`config.mk`:
```
export PLATFORM = sky130hd
export DESIGN_NAME = counter
export DESIGN_NICKNAME = d
export VERILOG_FILES = /design/src/rtl/counter_pkg.sv /design/src/rtl/counter_step.sv /design/src/rtl/counter.sv
export SDC_FILE = /design/constraint.sdc
export NUM_CORES = 1
export LEC_CHECK = 0
export ABC_AREA = 1
export CAP_MARGIN = 15
export CORE_AREA = 2 2 39 41
export CTS_CLUSTER_SIZE = 40
export DETAILED_ROUTE_END_ITERATION = 6
export DIE_AREA = 0 0 41 43
export GPL_ROUTABILITY_DRIVEN = 0
export MAX_ROUTING_LAYER = met4
export PLACE_DENSITY = 0.56
export SLEW_MARGIN = 20
export SYNTH_ARGS = -nofsm -noshare
export SYNTH_HDL_FRONTEND = slang
export SYNTH_SLANG_ARGS = --single-unit
```
`constraint.sdc`:
```
create_clock -name clk -period 2.3 [get_ports clk]
set_clock_uncertainty 0.1 [all_clocks]
set_input_delay 0.23 -clock clk [delete_from_list [all_inputs] [get_ports clk]]
set_output_delay 0.23 -clock clk [all_outputs]
set_load 0.01 [all_outputs]
```
`src/rtl/counter_pkg.sv`:
```
// Shared constants for the accumulating counter: default width and overflow modes.
package counter_pkg;
  localparam int DEFAULT_WIDTH = 4;
  localparam int MODE_WRAP     = 0;
  localparam int MODE_SAT      = 1;
endpackage

```
`src/rtl/counter_step.sv`:
```
// Next-state logic for the counter: widened add, carry out, and wrap/clamp selection.
module counter_step
  import counter_pkg::*;
#(
  parameter int WIDTH    = DEFAULT_WIDTH,
  parameter int SATURATE = MODE_WRAP
) (
  input  logic [WIDTH-1:0] count,
  input  logic [WIDTH-1:0] step,
  output logic [WIDTH-1:0] next,
  output logic             carry
);
  logic [WIDTH:0] sum;

  assign sum   = {1'b0, count} + {1'b0, step};
  assign carry = sum[WIDTH];

  generate
    if (SATURATE == MODE_SAT) begin : g_sat
      // Clamp to all-ones on carry; zero step never carries, so the value simply holds.
      assign next = carry ? {WIDTH{1'b1}} : sum[WIDTH-1:0];
    end else begin : g_wrap
      assign next = sum[WIDTH-1:0];
    end
  endgenerate
endmodule

```
`src/rtl/counter.sv`:
```
// Accumulating counter: adds count_in each clock, flags overflow on wrap for one cycle.
module counter
  import counter_pkg::*;
#(
  parameter int WIDTH    = DEFAULT_WIDTH,
  parameter int SATURATE = MODE_WRAP
) (
  input  logic             clk,
  input  logic             reset,
  input  logic [WIDTH-1:0] count_in,
  output logic [WIDTH-1:0] count_out,
  output logic             wrap
);
  logic [WIDTH-1:0] next;
  logic             carry;

  counter_step #(.WIDTH(WIDTH), .SATURATE(SATURATE)) u_step (
    .count (count_out),
    .step  (count_in),
    .next  (next),
    .carry (carry)
  );

  always_ff @(posedge clk or negedge reset) begin
    if (!reset) begin
      count_out <= '0;
      wrap      <= 1'b0;
    end else begin
      count_out <= next;
      wrap      <= carry;
    end
  end
endmodule

```
==> flow_summary.json <==
{
  "status": "finished clean",
  "num_vias": 230,
  "finalCriticalPeriod_ps": 1488,
  "synth_top_area_share_pct": 44.25,
  "critPathArrivalTime_ps": 1540,
  "cts_tree": "done",
  "critPathBufInv": 2,
  "postRouteAntennaNets": 0,
  "grt_max_degree": 6,
  "period_share_pct": 64.69,
  "syn2layout_area_growth_pct": 51.77,
  "r2r-end": "wrap",
  "vias_per_cell": 3.833,
  "worstPathMaxFanout": 3,
  "antenna_found_initial": 0,
  "path_clk_slew_ps": 40,
  "die_w_um": 41,
  "syn_avg_cell_area_um2": 9.426,
  "drc": 0,
  "synth_cell_types": 10,
  "cp_slowest_cell": "clkdlybuf4s50_1",
  "yosysTopAreaCell": "dfrtp_1",
  "worstSetupPathType": "in -> reg",
  "crit_required_ps": 2350,
  "critPathMaxStageDelay_ps": 460,
  "finalSetupTns_ps": 0,
  "root_buffer": "clkbuf_4",
  "ys.flop_type": "dfrtp_1",
  "ys_ff_latch": 5,
  "vdd_drop_max_mv": 0.5315,
  "synth-async-reset-ratio_pct": 100.0,
  "reg2reg_depth": 4,
  "worstSkewPairLatency_ps": 240,
  "cts_sinks": 5,
  "hold_viol_final": 0,
  "rsz0062_at_grt": "false",
  "gr-total-overflow": 0,
  "cts_setup_buffers": 0,
  "syn_nets": 41,
  "synthTopCellsByArea": "dfrtp_1 44%, ha_1 18%, inv_1 9.3%, fa_1 7.1%, nand2_1 6.6%",
  "synth_most_common_cell": "inv_1",
  "path_cells": "clkdlybuf4s50_1, ha_1, inv_1, fa_1, o21ai_0",
  "start_util_pct": 20.43,
  "fmax_mhz": 672.1,
  "drive_gt1_share_pct": 6.818,
  "max-slew-margin-rel_pct": 86.16,
  "p_leak_nw": 0.2104,
  "fillers": 149,
  "rr_startpoint": "count_out[0]",
  "numCtsBuffers": 3,
  "portBuffers": 10,
  "ctsResizeCount": 0,
  "core-area_um2": 1384,
  "power_density_nw_per_um2": 1304,
  "cts_htree_levels": 1,
  "crit_family": "adder cells",
  "synth_edf_count": 0,
  "p_total_w": 0.0005595,
  "wl_per_cell_um": 8.750,
  "worst_pin_slew_ps": 206.9,
  "die-area_um2": 1763,
  "io_pins": 11,
  "synthCells": 30,
  "dpl.hpwl_um": 413.1,
  "grt_usage_pct": 9.034,
  "ys_warn_count": 0,
  "die_h_um": 43,
  "cts_buffer_depth": 2,
  "final_nets": 56,
  "drtPass1Iterations": 1,
  "synth_area_um2": 282.8,
  "num_rows": 14,
  "first_iter_violations": 0,
  "end_kind": "flip-flop",
  "wl_um": 525,
  "startpoint_type": "primary input",
  "hp-class": "in -> async",
  "setup.reg_to_reg.worst_slack_ps": 910,
  "holdBufCountCts": 0,
  "grt_pass1_wl_um": 938,
  "diodes": 0,
  "finalMaxSlewViolations": 0,
  "yosysSeqAreaShare_pct": 44.25,
  "cap_violations": 0,
  "setup_viol": 0,
  "grt_pass1_vias": 240,
  "synthTopCellsByCount": "7 x inv_1, 5 x dfrtp_1, 5 x nand2_1"
}
## layout by cell type (no fill, tap or decap)
cell type,Yosys,routed
clkbuf_1,0,1
ha_1,4,4
xnor2_1,1,1
nand3_1,3,3
nor2_1,1,1
fa_1,1,1
clkdlybuf4s50_1,0,10
clkbuf_4,0,3
dfrtp_1,5,5
inv_1,7,7
o21ai_0,1,1
nand2_1,5,5
a21oi_1,2,2
## worst max-delay path by stage
stage | slack, ps | end | cells after the start | from
floorplan | 960 | count_out[2] | 4 | count_out[0]
global placement | 570 | wrap | 5 | count_in[0]
detailed placement | 560 | wrap | 5 | count_in[0]
CTS | 810 | count_out[1] | 1 | count_out[1]
global route | 720 | wrap | 5 | count_in[0]
finish | 810 | wrap | 5 | count_in[0]
## cells by family (layout without fill, tap and decap cells)
kind of cell | count (synthesis) | in the layout | synth area share [%]
buffers and inverters | 7 | 21 | 9.294
AO/OA/AOI/OAI | 3 | 3 | 5.308
adder cells (fa/ha/maj) | 5 | 5 | 24.78
flip-flops | 5 | 5 | 44.25
XOR/XNOR | 1 | 1 | 3.098
AND/OR/NAND/NOR | 9 | 9 | 13.27
## final cells by class
class                   instances  area, um2  share of cell area, %
multi-input cells              18      131.4                  30.61
flip-flops and latches          5      125.1                  29.15
repair buffers                 10      100.1                  23.32
inverters                       7      26.28                  6.122
well taps                      16      20.02                  4.665
clock buffers                   4      26.28                  6.122
## registers in the layout, indices dropped and copies added (netlist names)
name	cells
wrap	1
count_out	4
## through the flow
step           setup WS, ps  cells  cell area [um2]  util [%]  hold slack (ps)
2_1_floorplan         957.0     30            282.8         -           -165.6
3_3_place_gp          566.8     56            402.9     29.11            365.3
3_5_place_dp          564.7     56            402.9     29.11            365.8
4_1_cts               807.9     60            429.2     31.01            96.58
5_1_grt               715.1     60            429.2     31.01            91.32
6_report              812.0     60            429.2     31.01            100.3
## layer usage
layer	up-vias	wire length [um]	GRT usage (%)
met5	-	0	-
met4	0	10	10.00
met3	2	34	3.141
met2	5	274	11.25
met1	102	206	9.934
li1	121	-	-
## where the power goes
part / internal [W] / leakage, nW / switching [W]
Combinational: 0.000160 / 0.136 / 0.000139
Clock: 0.0000655 / 0.0150 / 0.0000343
Sequential: 0.000135 / 0.0593 / 0.0000248
Total: 0.000361 / 0.210 / 0.000198
(Power assumes the default switching activity.)
